[src/rtl/i2c_target_core.sv]
// I2C target byte engine: oversampled START/STOP detection, 7-bit address match,
// byte-stream write sink and read source. No clock stretching.
module i2c_target_core #(
  parameter logic [6:0] TARGET_ADDR = 7'h50
) (
  input  logic       i2c_core_clk_i,
  input  logic       i2c_core_rst_i,
  input  logic       scl_i,
  input  logic       sda_i,
  output logic       sda_oe_o,
  output logic [7:0] rx_data_o,
  output logic       rx_valid_o,
  input  logic       rx_full_i,
  input  logic [7:0] tx_data_i,
  input  logic       tx_valid_i,
  output logic       tx_ready_o,
  output logic       underrun_o,
  output logic       start_o,
  output logic       stop_o,
  output logic       addressed_o
);

  typedef enum logic [2:0] {
    IDLE, ADDR, ADDR_ACK, WR_DATA, WR_ACK, RD_DATA, RD_ACK, WAIT_STOP
  } state_t;

  // Synchronisers reset to the idle (released) bus level so reset never fakes an edge.
  logic scl_meta, scl_sync, scl_hist;
  logic sda_meta, sda_sync, sda_hist;

  always_ff @(posedge i2c_core_clk_i or posedge i2c_core_rst_i) begin
    if (i2c_core_rst_i) begin
      scl_meta <= 1'b1;
      scl_sync <= 1'b1;
      scl_hist <= 1'b1;
      sda_meta <= 1'b1;
      sda_sync <= 1'b1;
      sda_hist <= 1'b1;
    end else begin
      scl_meta <= scl_i;
      scl_sync <= scl_meta;
      scl_hist <= scl_sync;
      sda_meta <= sda_i;
      sda_sync <= sda_meta;
      sda_hist <= sda_sync;
    end
  end

  logic scl_rise, scl_fall, start_det, stop_det;
  // SCL must be stable high across both samples, so a simultaneous SCL/SDA change is data.
  assign scl_rise  = scl_sync & ~scl_hist;
  assign scl_fall  = ~scl_sync & scl_hist;
  assign start_det = scl_sync & scl_hist & sda_hist & ~sda_sync;
  assign stop_det  = scl_sync & scl_hist & ~sda_hist & sda_sync;

  state_t     state_reg, state_next;
  logic [2:0] bit_cnt_reg, bit_cnt_next;
  logic [7:0] shift_reg, shift_next;
  logic [1:0] phase_reg, phase_next;
  logic       rw_reg, rw_next;
  logic       ack_reg, ack_next;
  logic       sda_oe_reg, sda_oe_next;
  logic       addressed_reg, addressed_next;
  logic [7:0] rx_data_reg, rx_data_next;
  logic       rx_valid_reg, rx_valid_next;
  logic       tx_ready_reg, tx_ready_next;
  logic       underrun_reg, underrun_next;
  logic       start_reg, start_next;
  logic       stop_reg, stop_next;

  logic [7:0] shift_in, load_byte;
  assign shift_in  = {shift_reg[6:0], sda_sync};
  assign load_byte = tx_valid_i ? tx_data_i : 8'hFF;

  always_ff @(posedge i2c_core_clk_i or posedge i2c_core_rst_i) begin
    if (i2c_core_rst_i) begin
      state_reg     <= IDLE;
      bit_cnt_reg   <= 3'd0;
      shift_reg     <= 8'h00;
      phase_reg     <= 2'd0;
      rw_reg        <= 1'b0;
      ack_reg       <= 1'b0;
      sda_oe_reg    <= 1'b0;
      addressed_reg <= 1'b0;
      rx_data_reg   <= 8'h00;
      rx_valid_reg  <= 1'b0;
      tx_ready_reg  <= 1'b0;
      underrun_reg  <= 1'b0;
      start_reg     <= 1'b0;
      stop_reg      <= 1'b0;
    end else begin
      state_reg     <= state_next;
      bit_cnt_reg   <= bit_cnt_next;
      shift_reg     <= shift_next;
      phase_reg     <= phase_next;
      rw_reg        <= rw_next;
      ack_reg       <= ack_next;
      sda_oe_reg    <= sda_oe_next;
      addressed_reg <= addressed_next;
      rx_data_reg   <= rx_data_next;
      rx_valid_reg  <= rx_valid_next;
      tx_ready_reg  <= tx_ready_next;
      underrun_reg  <= underrun_next;
      start_reg     <= start_next;
      stop_reg      <= stop_next;
    end
  end

  always_comb begin
    state_next     = state_reg;
    bit_cnt_next   = bit_cnt_reg;
    shift_next     = shift_reg;
    phase_next     = phase_reg;
    rw_next        = rw_reg;
    ack_next       = ack_reg;
    sda_oe_next    = sda_oe_reg;
    addressed_next = addressed_reg;
    rx_data_next   = rx_data_reg;
    rx_valid_next  = 1'b0;
    tx_ready_next  = 1'b0;
    underrun_next  = 1'b0;
    start_next     = 1'b0;
    stop_next      = 1'b0;

    if (start_det) begin
      state_next     = ADDR;
      bit_cnt_next   = 3'd0;
      sda_oe_next    = 1'b0;
      addressed_next = 1'b0;
      start_next     = 1'b1;
    end else if (stop_det) begin
      state_next     = IDLE;
      sda_oe_next    = 1'b0;
      addressed_next = 1'b0;
      stop_next      = 1'b1;
    end else begin
      case (state_reg)
        IDLE: begin
          sda_oe_next = 1'b0;
        end

        ADDR: begin
          if (scl_rise) begin
            shift_next   = shift_in;
            bit_cnt_next = bit_cnt_reg + 3'd1;
            if (bit_cnt_reg == 3'd7) begin
              if (shift_reg[6:0] == TARGET_ADDR) begin
                state_next = ADDR_ACK;
                rw_next    = sda_sync;
                phase_next = 2'd0;
              end else begin
                state_next = WAIT_STOP;
              end
            end
          end
        end

        ADDR_ACK: begin
          if (scl_fall) begin
            if (phase_reg == 2'd0) begin
              sda_oe_next    = 1'b1;
              addressed_next = 1'b1;
              phase_next     = 2'd1;
            end else begin
              bit_cnt_next = 3'd0;
              if (rw_reg) begin
                // First read bit must be on the line by the end of this SCL low phase.
                shift_next    = load_byte;
                sda_oe_next   = ~load_byte[7];
                tx_ready_next = tx_valid_i;
                underrun_next = ~tx_valid_i;
                state_next    = RD_DATA;
              end else begin
                sda_oe_next = 1'b0;
                state_next  = WR_DATA;
              end
            end
          end
        end

        WR_DATA: begin
          if (scl_rise) begin
            shift_next   = shift_in;
            bit_cnt_next = bit_cnt_reg + 3'd1;
            if (bit_cnt_reg == 3'd7) begin
              if (!rx_full_i) begin
                rx_data_next  = shift_in;
                rx_valid_next = 1'b1;
                ack_next      = 1'b1;
              end else begin
                ack_next = 1'b0;
              end
              state_next = WR_ACK;
              phase_next = 2'd0;
            end
          end
        end

        WR_ACK: begin
          if (scl_fall) begin
            if (phase_reg == 2'd0) begin
              sda_oe_next = ack_reg;
              phase_next  = 2'd1;
            end else begin
              sda_oe_next  = 1'b0;
              bit_cnt_next = 3'd0;
              if (ack_reg) begin
                state_next = WR_DATA;
              end else begin
                addressed_next = 1'b0;
                state_next     = WAIT_STOP;
              end
            end
          end
        end

        RD_DATA: begin
          if (scl_rise) begin
            shift_next   = {shift_reg[6:0], 1'b1};
            bit_cnt_next = bit_cnt_reg + 3'd1;
            if (bit_cnt_reg == 3'd7) begin
              state_next = RD_ACK;
              phase_next = 2'd0;
            end
          end else if (scl_fall) begin
            sda_oe_next = ~shift_reg[7];
          end
        end

        RD_ACK: begin
          // Phases: release SDA, sample master ACK, then load the next byte.
          if (phase_reg == 2'd0) begin
            if (scl_fall) begin
              sda_oe_next = 1'b0;
              phase_next  = 2'd1;
            end
          end else if (phase_reg == 2'd1) begin
            if (scl_rise) begin
              if (!sda_sync) begin
                phase_next = 2'd2;
              end else begin
                addressed_next = 1'b0;
                state_next     = WAIT_STOP;
              end
            end
          end else begin
            if (scl_fall) begin
              shift_next    = load_byte;
              sda_oe_next   = ~load_byte[7];
              tx_ready_next = tx_valid_i;
              underrun_next = ~tx_valid_i;
              bit_cnt_next  = 3'd0;
              state_next    = RD_DATA;
            end
          end
        end

        WAIT_STOP: begin
          sda_oe_next = 1'b0;
        end

        default: begin
          state_next  = IDLE;
          sda_oe_next = 1'b0;
        end
      endcase
    end
  end

  assign sda_oe_o    = sda_oe_reg;
  assign rx_data_o   = rx_data_reg;
  assign rx_valid_o  = rx_valid_reg;
  assign tx_ready_o  = tx_ready_reg;
  assign underrun_o  = underrun_reg;
  assign start_o     = start_reg;
  assign stop_o      = stop_reg;
  assign addressed_o = addressed_reg;

endmodule

[config.mk]
export PLATFORM = sky130hd
export DESIGN_NAME = i2c_target_core
export DESIGN_NICKNAME = d
export VERILOG_FILES = /design/src/rtl/i2c_target_core.sv
export SDC_FILE = /design/constraint.sdc
export NUM_CORES = 1
export LEC_CHECK = 0
export CORE_MARGIN = 2
export CORE_UTILIZATION = 45
export DETAILED_ROUTE_END_ITERATION = 6
export GPL_TIMING_DRIVEN = 0
export HOLD_SLACK_MARGIN = 0.1
export PLACE_DENSITY = 0.67
export SYNTH_ARGS = -nofsm -noshare
export SYNTH_HDL_FRONTEND = slang
export SYNTH_SLANG_ARGS = --single-unit
export TNS_END_PERCENT = 20
[constraint.sdc]
create_clock -name i2c_core_clk_i -period 3 [get_ports i2c_core_clk_i]
set_input_delay 0.45 -clock i2c_core_clk_i [delete_from_list [all_inputs] [get_ports i2c_core_clk_i]]
set_output_delay 0.45 -clock i2c_core_clk_i [all_outputs]
set_load 0.05 [all_outputs]
==> metrics.md, run 1 <==
| Metric | Value |
|---|---|
| Status | complete, no violations |
| Setup WS pre-CTS | about 0.8 ns |
| Fillers | 436 |
| Internal power | between 1000 and 1500 µW |
| Hold buffer count at cts | 0 |
| Ys flop type | dfrtp_1 |
| Slew headroom | between 40% and 50% |
| Worst r2r src | bit_cnt_reg[0] |
| Initial DRC count | 150 |
| Top cells by area, synth | dfrtp_1 38%, dfstp_2 7.2%, mux2_2 4.6%, clkbuf_8 3.8%, nor2_1 3.3% |
| Cts bufs inserted | 5 |
| EDFF count, synth | 0 |
| Setup CP Type | reg2reg |
| Root buffer cell | clkbuf_8 |
| Reg2reg path depth | 6 |
| Fin util | between 50% and 60% |
| Total track usage | a little over a fifth |
| Final hold violation count | 0 |
| CORE AREA | between 4000 and 5000 µm² |
| H-tree Lvls | 2 |
| Vias in the first global route | between 1,500 and 2,000 |
| Syn. warnings | 0 |
| # port buffers | 28 |
| Post-cts sizing count | 0 |
| Max Clock Freq | ~450 MHz |
| Combinational cell fraction of total power | between 50% and 60% |
| Vias | between 1,500 and 2,000 |
| Antenna violations before repair | 0 |
| Drt via density | just under 6 |
| Clock Latency Late Sink | between 0.2 and 0.3 ns |
| Worst path slowest cell | a2111o_1 |
| Final setup viols | 0 |
| Layout Skew | roughly 0.0056 ns |
| Area grow syn2layout | 20.00% |
| Setup TNS | 0 ns |
| Flop pwr share | 33.6% |
| Cell area after layout | around 2600 µm² |
| Initial core utilization | 46.53% |
| Net Sw Power | between 900 and 1000 µW |
| Fin crit period | ~2.2 ns |
| Switching share of power | roughly 42% |
| Max cap viols | 0 |
| Crit-path cells | ha_1, ha_1, nand4b_1, a2111o_1, a311oi_2, mux2_1 |
| Worst R2R End | phase_reg[0] |
| Mapped Cells | ~210 |
| CTS tree | built |
| Most common cell in the netlist | dfrtp_1 |
| Worst VDD drop | roughly 0.40 mV |
| Gp weighted congestion | between 0.9 and 1 |
| Data required, critical path | 3.18 ns |
| Worst-margin pin slew | roughly 0.83 ns |
| Die ar. | between 5000 and 6000 µm² |
| DRT Wirelength | approximately 5.1 mm |
| Post-Syn Area | between 2000 and 2500 µm² |
| Die width | between 70 and 80 µm |
| Crit path launch | bit_cnt_reg[0] |
| Worst hold start | sda_meta |
| Leak Pwr | 0.001114 µW |
| Hpwl dp | approximately 3.5 mm |
| CP Max Fanout | 3 |
| Sequential share of the synthesized area | a little under half |
| Hold Path Class | reg2reg |
| RSZ-0062 raised after global routing | no |
| Hold Path Stages | 0 |
| Synth top cells by count | 33 x dfrtp_1, 19 x nor2_1, 13 x o21ai_0 |
| First drt pass iteration count | 4 |
| Clock share of power | around 16% |
| Grt ovf | 0 |
| CTS max path bufs | 2 |
| CP Capture Type | flop |
| Post-CTS Setup Bufs | 0 |
| Layout cell share with drive strength beyond 1 | between 15 and 20% |
| Worst Setup Slack, final | between 0.7 and 0.8 ns |
| Power per cell area | 850.4 nW/µm² |
| DRT antenna net count | 0 |
| Yosys cell types | 60 |
| First-pass GRT wire length | about 8.6 mm |
| # rows | 25 |
| Cell taking the most area after synthesis | dfrtp_1 |
| CTS Sinks | 39 |
| Syn nets | between 200 and 250 |
| Largest net degree at the start of global routing | 40 |
| Max-slew violation count | 0 |
| DRC viols | 0 |
| Reg2Reg Setup Slack | between 0.7 and 0.8 ns |
| ANT cells | 0 |
| FFs w/ async S/R, synth | 100.0% |
| #FFs+latches synth | 39 |
| Die Y | approximately 74 µm |
| Critical path arrival | between 2 and 2.5 ns |
| Wire per inst | 16.89 µm |
| Crit start category | flop |
| Ports | 29 |
| Crit path to | phase_reg[0] |
| Mean Syn Cell Area | around 10 µm² |
| Post-DP Area | about 2500 µm² |
| Total power draw | between 2000 and 2500 µW |
| Yosys top cell area share | 37.82% |
| Fin crit share | between 70 and 80% |
| Crit-path most repeated cell | ha_1 |
| Clock-pin slew on the worst setup and hold paths | ~0.080 ns |
| CP peak stage delay | between 0.4 and 0.5 ns |
| NumNets Final | between 200 and 300 |
-- layout make-up --
cell class              instances  area, µm²  share of cell area [%]
clock buffers                   5      68.82                   2.627
multi-input cells             148       1015                   38.73
well taps                      54      67.56                   2.579
flip-flops and latches         39      983.4                   37.54
plain buffers                  15      151.4                   5.778
inverters                       9      33.78                   1.289
repair buffers                 28      280.3                   10.70
clock inverters                 3      20.02                  0.7641
-- critical path: cells and delay by family (launching register included) --
kind            cells  cell delay [ns]
compound gates      2             0.82
flops               1             0.38
mux                 1             0.35
fa+ha+maj           2             0.33
simple gates        1             0.22
-- layer usage --
metal  vias up  wire length (µm)  GRT usage (%)
li1        846                 -              -
met1       880              2362          30.35
met2        62              2363          32.44
met3         8               285          3.841
met4         0                72          6.263
met5         -                 0              0
-- through the flow --
step                      cells  hold slack [ns]
after floorplan             211           0.3452
after global placement      293           0.3461
after detailed placement    293           0.3473
after CTS                   301           0.3594
after global routing        301           0.3620
final                       301           0.3572
-- cells by family (layout without fill, tap and decap cells) --
family / Yosys count / after routing / share of synthesized area, %
flops: 39 / 39 / 45.04
fa+ha+maj: 2 / 2 / 1.146
simple gates: 72 / 72 / 18.28
compound gates: 60 / 60 / 20.06
xor+xnor: 1 / 1 / 0.4012
buf+inv: 24 / 60 / 8.481
mux: 13 / 13 / 6.590
-- how the worst min path moves through the flow --
stage                     to  slack [ns]
floorplan           scl_sync        0.35
global placement    scl_sync        0.35
detailed placement  sda_sync        0.35
CTS                 sda_sync        0.36
global route        sda_sync        0.36
finish              sda_sync        0.36
-- power groups by stage --
| stage | clock [µW] | sequential (µW) | combinational (µW) |
|---|---|---|---|
| final | 361 | 748 | 1120 |
| after global routing | 390 | 762 | 1250 |
| after CTS | 369 | 749 | 1110 |
| after detailed placement | 0 | 758 | 1110 |
| after global placement | 0 | 758 | 1100 |
| after floorplan | 0 | 771 | 827 |
-- cells in the final DEF (no fill, tap or decap), types with 3 or more instances in the layout --
cell type,n
clkbuf_1,3
nor3_1,6
nor2b_1,5
dfrtp_1,33
mux2_2,9
clkbuf_8,11
nand3_1,10
buf_6,4
dfstp_2,6
nand2_1,9
clkdlybuf4s50_1,28
a31oi_1,8
inv_1,8
nor2_1,19
o21ai_0,13
a21oi_1,11
o211ai_1,3
Note: power is estimated with default switching activity, not from simulation.
==> run 2, diff against run 1 <==
- clock period: 3 -> 2.2 ns (I/O delays scaled with it)
==> run 2 against run 1 <==
Clock power up 37%; global-route usage is the same; cell count grew 1.0%; core utilization grew 0.67 points; cell area grew 1.2%; via count is 1.2% higher; critical endpoint unchanged; die area unchanged; maximum frequency grew 2.3%; sequential cell count stayed put; setup slack lost 0.75 ns; sequential share of layout area shrank 0.44 points; power up 38%.
==> metrics.md, run 2 (synthesis gave the netlist of run 1 again) <==
| Metric | Value |
|---|---|
| Die ar. | 5425 µm² (unchanged) |
| Status | complete, no violations (unchanged) |
| DRT Wirelength | 5.109 mm (was 5.084 mm) |
| Vias in the first global route | 1,749 (unchanged) |
| Die Y | 73.66 µm (unchanged) |
| Cts bufs inserted | 5 (unchanged) |
| Vias | 1,817 (was 1,796) |
| Initial core utilization | 46.53% (unchanged) |
| DRC viols | 0 (unchanged) |
| Ports | 29 (unchanged) |
| Fin crit share | 98.39% (was 73.83%) |
| NumNets Final | 265 (was 262) |
| CTS tree | built (unchanged) |
| Leak Pwr | 0.001127 µW (was 0.001114 µW) |
| H-tree Lvls | 2 (unchanged) |
| Max cap viols | 0 (unchanged) |
| Max-slew violation count | 0 (unchanged) |
| Worst r2r src | bit_cnt_reg[0] (unchanged) |
| Hold Path Class | reg2reg (unchanged) |
| Drt via density | 5.977 (was 5.967) |
| Reg2Reg Setup Slack | 0.04 ns (was 0.79 ns) |
| Data required, critical path | 2.38 ns (was 3.18 ns) |
| Hold buffer count at cts | 0 (unchanged) |
| Hold Path End | sda_sync (unchanged) |
| Antenna violations before repair | 0 (unchanged) |
| Wire per inst | 16.81 µm (was 16.89 µm) |
| Layout cell share with drive strength beyond 1 | 21.20% (was 19.43%) |
| Gp weighted congestion | 0.9128 (unchanged) |
| Largest net degree at the start of global routing | 40 (unchanged) |
| Commonest non-fill, non-tap cell in the layout | dfrtp_1 (unchanged) |
| DRT antenna net count | 0 (unchanged) |
| Critical path arrival | 2.34 ns (was 2.39 ns) |
| Slew headroom | 44.54% (was 44.42%) |
| Root buffer cell | clkbuf_8 (unchanged) |
| Commonest cells after routing, fill and taps aside | 33 x dfrtp_1, 28 x clkdlybuf4s50_1, 18 x nor2_1 (was 33 x dfrtp_1, 28 x clkdlybuf4s50_1, 19 x nor2_1) |
| Hold Path Stages | 0 (unchanged) |
| Final hold violation count | 0 (unchanged) |
| Worst Setup Slack, final | 0.03541 ns (was 0.7851 ns) |
| Worst hold start | sda_meta (unchanged) |
| Die width | 73.66 µm (unchanged) |
| Power per cell area | 1158 nW/µm² (was 850.4 nW/µm²) |
| Total track usage | 21.09% (unchanged) |
| Grt ovf | 0 (unchanged) |
| # rows | 25 (unchanged) |
| Worst-margin pin slew | 0.8307 ns (was 0.8325 ns) |
| Reg2reg path depth | 6 (unchanged) |
| Setup TNS | 0 ns (unchanged) |
| CP Capture Type | flop (unchanged) |
| CTS Sinks | 39 (unchanged) |
| Fin crit period | 2.165 ns (was 2.215 ns) |
| Final setup viols | 0 (unchanged) |
| Fillers | 433 (was 436) |
| CP Max Fanout | 3 (unchanged) |
| Crit start category | flop (unchanged) |
| Area grow syn2layout | 21.43% (was 20.00%) |
| Layout Skew | 0.005182 ns (was 0.005608 ns) |
| # port buffers | 28 (unchanged) |
| Initial DRC count | 123 (was 150) |
| First-pass GRT wire length | 8.638 mm (unchanged) |
| ANT cells | 0 (unchanged) |
| Setup WS pre-CTS | -0.003150 ns (was 0.7969 ns) |
| Max Clock Freq | 462.0 MHz (was 451.5 MHz) |
| Clock Latency Late Sink | 0.29 ns (about the same) |
| Worst R2R End | phase_reg[0] (unchanged) |
| CTS max path bufs | 2 (unchanged) |
| Setup CP Type | reg2reg (unchanged) |
| CORE AREA | 4692 µm² (unchanged) |
| Worst VDD drop | 0.5471 mV (was 0.3976 mV) |
| Hpwl dp | 3.541 mm (unchanged) |
| First drt pass iteration count | 4 (unchanged) |
| Clock-pin slew on the worst setup and hold paths | 0.08 ns (about the same) |
==> run 2: changes by cell type in the layout (fill, tap and decap cells not counted), sizes merged <==
cell	delta
buf	+3
==> run 2: per-stage QoR <==
stage	utilization (%)	hold slack (ns)	instances	total power, µW	cell area (µm²)
global route	56.51	0.3620	304	3304	2651
floorplan	-	0.3345	211	2180	2183
detailed placement	53.95	0.3473	293	2541	2531
global placement	53.95	0.3461	293	2538	2531
finish	56.51	0.3572	304	3071	2651
CTS	55.92	0.3594	301	3038	2624
==> run 2: metal layers <==
metal / part of all wire, % / up-vias / GRT usage, %
met3: 6.2 / 8 / 3.841
met4: 1.4 / 0 / 6.263
li1: - / 853 / -
met1: 46 / 880 / 30.35
met2: 47 / 76 / 32.44
met5: 0 / - / 0
==> run 2: how the worst max path moves through the flow <==
stage,from,to,slack (ns)
global placement,bit_cnt_reg[0],rx_data_o[7],0.009
floorplan,sda_sync,phase_reg[0],0.21
CTS,bit_cnt_reg[0],rx_data_o[7],0.006
finish,bit_cnt_reg[0],phase_reg[0],0.04
detailed placement,bit_cnt_reg[0],phase_reg[0],-0.003
global route,bit_cnt_reg[0],phase_reg[0],-0.002
==> run 2: cell type report <==
cell class,count,area (µm²),area share [%]
clock inverter,3,20.02,0.7551
buffer,15,155.1,5.852
sequential,39,983.4,37.09
timing repair buffer,31,302.8,11.42
tap,54,67.56,2.548
clock buffer,5,68.82,2.596
inverter,9,33.78,1.274
multi-input combinational,148,1020,38.46
==> run 2: what timing repair did <==
action	4_1_cts	5_1_grt
pin swaps	1	2
buffers inserted	0	3
setup endpoints to repair	6	7
gates resized for setup	1	2
==> run 2: power by group <==
part           leakage (µW)  internal (µW)  switching (µW)
combinational      0.000609            677             881
sequential         0.000478            874             146
clock             0.0000402            221             272
total               0.00113           1770            1300
==> run 2: worst max-delay path, cell delays in order (launching register included) <==
cell      delay (ns)
dfrtp_1         0.37
ha_1            0.16
ha_2            0.17
nand4b_1        0.21
a2111o_1        0.44
a311oi_2        0.34
mux2_1          0.35
==> patch 1: new RTL, config.mk and constraints of run 2 <==
Put one more register stage on the output `underrun_o`, with the module's reset. The value now appears one clock later. The other outputs are not delayed to match.
--- a/src/rtl/i2c_target_core.sv
+++ b/src/rtl/i2c_target_core.sv
@@ -272,5 +272,11 @@
   assign rx_valid_o  = rx_valid_reg;
   assign tx_ready_o  = tx_ready_reg;
-  assign underrun_o  = underrun_reg;
+  always_ff @(posedge i2c_core_clk_i or posedge i2c_core_rst_i) begin
+    if (i2c_core_rst_i) begin
+      underrun_o <= '0;
+    end else begin
+      underrun_o <= underrun_reg;
+    end
+  end
   assign start_o     = start_reg;
   assign stop_o      = stop_reg;
Behaviour: same outputs for any inputs over 10 cycles, from zero or initial values and one cycle with i2c_core_rst_i high; that may be too few to reach the edited logic, so the function may still have changed.
==> patch 1 against run 2 <==
Routed wire length rose by 1.8%; design area rose by 0.14%; critical path depth rose by 1; core utilization fell by 0.29 points; sequential share of layout area rose by 0.89 points; area after synthesis rose by 0.92%; power rose by 1.9%; worst setup slack improved by 43 ps; sequential cell count rose by 1; count of clock-buffer cells in the layout rose by 1; clock skew rose by 3.9 ps; critical endpoint is now state_reg[2]$_DFFE_PP0P_; largest power group unchanged.
==> patch 1: results (changes against run 2) <==
- The flow ran to the end, and the final reports show no timing, DRC or antenna violations.
- The HPWL reported at the end of detailed placement is 3777 µm (+6.7%).
- The number of nets in the layout was 277 (+4.5%).
- The biggest cell delay along the critical path is 540 ps (+100 ps).
- The static power due to leakage is 1.117 nW (-0.87%).
- The distinct cell type count of the synthesized netlist is 54 (-10%).
- The maximum vdd ir drop came to 469.1 µV (-14%).
- Sorting the synthesized cells by area gives the leading types as sky130_fd_sc_hd__dfrtp_1 39%, sky130_fd_sc_hd__dfstp_2 7.2%, sky130_fd_sc_hd__mux2_2 7.2%.
- The count of routing violations after the opening detailed-route iteration was 204 (+66%).
- The total length of routed met3 wires is 213 µm (-33%).
- The largest net degree at the start of global routing is 41 (+2.5%).
- The share of layout cells above drive strength 1 is 18.01% (-3.2 points).
- The post-detailed-route wirelength per cell came to 15.85 µm (-5.7%).
- The number of vias in the routed layout came to 1,834 (+0.94%).
- The slowest stage cell on the critical path is sky130_fd_sc_hd__or4_1.
- The detailed-routed wire length on met2 came to 2403 µm (+1.1%).
- The worst-case setup slack after placement is 61.37 ps (+64.52 ps).
- The source-to-sink clock delay at the later pin of the worst-skew pair was 290 ps (about the same).
- The routability congestion estimate is 0.8888 (-2.6%).
- The wire length of the first global-routing pass is 8783 µm (+1.7%).
- The met1 layer wirelength in the final routing is 2499 µm (+6.7%).
- The pin slew with the least headroom to its limit is 816.2 ps (-14.51 ps).
- The total global-route track usage is 21.34% (+0.25 points).
- The antenna diode count is 0 (unchanged).
- The commonest cells after synthesis are 34 x sky130_fd_sc_hd__dfrtp_1, 23 x sky130_fd_sc_hd__o21ai_0, 18 x sky130_fd_sc_hd__nand2_1, 17 x sky130_fd_sc_hd__nor3_1, 14 x sky130_fd_sc_hd__mux2_2.
- The portion of the post-synthesis area used by sequential elements is 45.77% (+0.73 points).
- The maximum fanout count along the critical path is 4 (+1).
[patch 1: changes by cell type in the layout (fill, tap and decap cells not counted), moves of 5 or more]
cell	before	now
sky130_fd_sc_hd__a31oi_1	8	2
sky130_fd_sc_hd__buf_2	1	6
sky130_fd_sc_hd__clkbuf_8	11	5
sky130_fd_sc_hd__mux2_2	9	14
sky130_fd_sc_hd__nand2_1	9	18
sky130_fd_sc_hd__nand3_1	10	3
sky130_fd_sc_hd__nor2_1	18	11
sky130_fd_sc_hd__nor3_1	6	17
sky130_fd_sc_hd__o21ai_0	13	23
sky130_fd_sc_hd__or3_1	2	10
[patch 1: through the flow]
step	std cells	util [%]	hold slack [ps]	area, µm²	total power, W
after global placement	321	54.36	334.5	2567	0.002660
final	328	56.21	356.1	2655	0.003129
after floorplan	226	-	331.2	2203	0.002274
after detailed placement	321	54.36	346.5	2567	0.002663
after global routing	328	56.21	361.0	2655	0.003377
after CTS	328	56.00	360.2	2645	0.003129
[patch 1: path summary, 6_finish.rpt]
check,from,end,slack [ps],cells after the start
setup / recovery,bit_cnt_reg[0]$_DFFE_PP0P_,state_reg[2]$_DFFE_PP0P_,80,7
hold / removal,underrun_reg$_DFF_PP0_,underrun_o$_DFF_PP0_,360,0
setup reg to reg,bit_cnt_reg[0]$_DFFE_PP0P_,state_reg[2]$_DFFE_PP0P_,80,7
hold reg to reg,underrun_reg$_DFF_PP0_,underrun_o$_DFF_PP0_,360,0
max in group asynchronous,i2c_core_rst_i,rx_data_o[6]$_DFFE_PP0P_,1150,2
min in group asynchronous,i2c_core_rst_i,sda_oe_o$_DFFE_PP0P_,520,2
[patch 1: cell families after synthesis]
family | after synthesis | synth area share, %
xor+xnor | 2 | 0.7951
fa+ha+maj | 3 | 1.590
mux | 15 | 7.609
simple gates | 84 | 20.67
flops | 40 | 45.77
compound gates | 63 | 18.28
buf+inv | 19 | 5.281
[patch 1: cell type report]
cell class / count / area (µm²)
fillers: 427 / 2068
multi-input cells: 167 / 1089
flip-flops and latches: 40 / 1008
repair buffers: 28 / 280.3
plain buffers: 13 / 93.84
well taps: 67 / 83.83
clock buffers: 6 / 72.57
inverters: 6 / 22.52
clock inverters: 1 / 5.005
[patch 1: what timing repair did]
item,in CTS,in global routing
setup endpoints to repair,0,9
gates resized for setup,0,2
hold endpoints to repair,0,0
buffers inserted,0,0
[patch 1: per-layer routing]
layer / track usage, % / vias up
met5: 0 / -
met3: 5.014 / 10
met4: 7.273 / 0
met1: 30.12 / 880
met2: 32.54 / 49
li1: - / 895
[patch 1: power breakdown]
| part | total [W] | switching, W | internal (W) |
|---|---|---|---|
| registers | 0.00106 | 0.000160 | 0.000905 |
| clock network | 0.000460 | 0.000244 | 0.000216 |
| logic | 0.00160 | 0.000920 | 0.000685 |
| total | 0.00313 | 0.00132 | 0.00181 |
==> patch 2: new RTL, flow settings as in run 2 <==
Made on the original files. Take the reset off `shift_reg` and `rx_data_reg` and load them in a clocked block of their own.
--- a/src/rtl/i2c_target_core.sv
+++ b/src/rtl/i2c_target_core.sv
@@ -77,5 +77,4 @@
       state_reg     <= IDLE;
       bit_cnt_reg   <= 3'd0;
-      shift_reg     <= 8'h00;
       phase_reg     <= 2'd0;
       rw_reg        <= 1'b0;
@@ -83,5 +82,4 @@
       sda_oe_reg    <= 1'b0;
       addressed_reg <= 1'b0;
-      rx_data_reg   <= 8'h00;
       rx_valid_reg  <= 1'b0;
       tx_ready_reg  <= 1'b0;
@@ -92,5 +90,4 @@
       state_reg     <= state_next;
       bit_cnt_reg   <= bit_cnt_next;
-      shift_reg     <= shift_next;
       phase_reg     <= phase_next;
       rw_reg        <= rw_next;
@@ -98,5 +95,4 @@
       sda_oe_reg    <= sda_oe_next;
       addressed_reg <= addressed_next;
-      rx_data_reg   <= rx_data_next;
       rx_valid_reg  <= rx_valid_next;
       tx_ready_reg  <= tx_ready_next;
@@ -105,4 +101,9 @@
       stop_reg      <= stop_next;
     end
+  end
+
+  always_ff @(posedge i2c_core_clk_i) begin
+    shift_reg   <= shift_next;
+    rx_data_reg <= rx_data_next;
   end
 
Behaviour: same outputs for any inputs over 10 cycles, from zero or initial values and one cycle with i2c_core_rst_i high; that may be too few to reach the edited logic, so the function may still have changed.
==> patch 2 against run 2 <==
The run now ends with setup timing left; non-clock buffer count is 4 higher; via count is 5.0% lower; routed wire length is 4.2% lower; fmax is 1.9% lower; power is 0.14% lower; sequential cell count stayed put; global-route usage is 1.5 points lower; design area is 1.8% lower; area after synthesis is 4.3% lower; worst setup slack worse by 42 ps.
==> patch 2: results (changes against run 2) <==
- The clock buffer instance count of the final layout is 6 (+1).
- The final setup violation count is 8 (+8).
- The number of nets in the layout came to 268 (+1.1%).
- The checks that failed: setup timing.
- The net switching component of the power came to 0.001261 W (-2.9%).
- The wire length of the first global-routing pass was 7686 µm (-11%).
- The number of cells in the design after placement was 292 (-0.34%).
- The portion of the layout cell area used by non-clock buffers is 15.62% (-1.6 points).
- The number of synthesized flops with an enable pin is 16 (+16).
- The post-synthesis instance total is 213 (+0.95%).
- Counting instances in the post-synthesis netlist gives the leading cell types as 20 x sky130_fd_sc_hd__nor2_1, 19 x sky130_fd_sc_hd__nand2_1, 17 x sky130_fd_sc_hd__dfrtp_1, 16 x sky130_fd_sc_hd__edfxtp_1.
- The count of routing violations after the opening detailed-route iteration is 208 (+69%).
- The largest net degree at the start of global routing is 24 (-40%).
- The quantity of I/O buffers inserted on ports came to 27 (-3.6%).
- The maximum vdd ir drop came to 736.0 µV (+35%).
- The standard cell area after detailed placement came to 2429 µm² (-4.1%).
- The met3 global-route usage is 5.139% (+1.3 points).
- The inverter count of the layout excluding clock inverters is 13 (+4).
- The biggest cell delay along the critical path came to 550 ps (+110 ps).
- The met2 track demand over resource in global routing is 29.15% (-3.3 points).
- The total wire length is 4896 µm (-4.2%).
- The layout buffer count excluding clock buffers was 50 (+8.7%).
- The adder-cell area share of the yosys netlist is 1.677% (+0.53 points).
- The total global-route track usage is 19.57% (-1.5 points).
- The fraction of area in multi-input gates is 35.87% (-2.6 points).
- The fraction of met1 tracks used by global routing is 28.73% (-1.6 points).
- The family of cells with the greatest summed delay on the critical path is simple AND/OR/NAND/NOR gates.
- The horizontal die dimension is 72.14 µm (-2.1%).
- The static power due to leakage came to 1.025 nW (-9.1%).
- The number of nets in the synthesized netlist is 229 (+0.88%).
- The total design power is 0.003067 W (-0.14%).
- The post-synthesis async set-or-reset flop share came to 58.97% (-41 points).
- The sequential portion of the cell area is 40.87% (+3.8 points).
- The run finished, with violations left.
- The HPWL reported at the end of detailed placement is 3443 µm (-2.8%).
- The startpoint identified for the worst register-to-register timing path is scl_hist$_DFF_PP1_.
- The post-layout worst setup margin came to -6.844 ps (-42.26 ps).
- The data arrival time at the worst-slack endpoint is 2170 ps (-170 ps).
- The portion of the post-synthesis area used by sequential elements is 50.90% (+5.9 points).
- The worst hold path begins at scl_meta$_DFF_PP1_.
==> patch 2: final timing paths <==
check | to | slack [ps] | cells past startpoint
max | shift_reg[7]$_DFFE_PP_ | -7 | 6
max in group asynchronous | ack_reg$_DFFE_PP0P_ | 1110 | 2
min reg2reg | scl_sync$_DFF_PP1_ | 360 | 0
min | scl_sync$_DFF_PP1_ | 360 | 0
min in group asynchronous | stop_o$_DFF_PP0_ | 530 | 2
max reg2reg | shift_reg[7]$_DFFE_PP_ | -7 | 6
==> patch 2: metal layers <==
metal | up-vias | part of all wire [%]
li1 | 843 | -
met1 | 826 | 46
met2 | 54 | 48
met3 | 4 | 5.5
met4 | 0 | 0.55
met5 | - | 0
==> patch 2: repair_timing <==
action                                  CTS  global route
resized for setup                         7            11
endpoints found under the hold margin     0             0
buffers inserted                          1             3
endpoints found under the setup margin   26            30
cloned                                    0             1
pin swaps                                 1             1
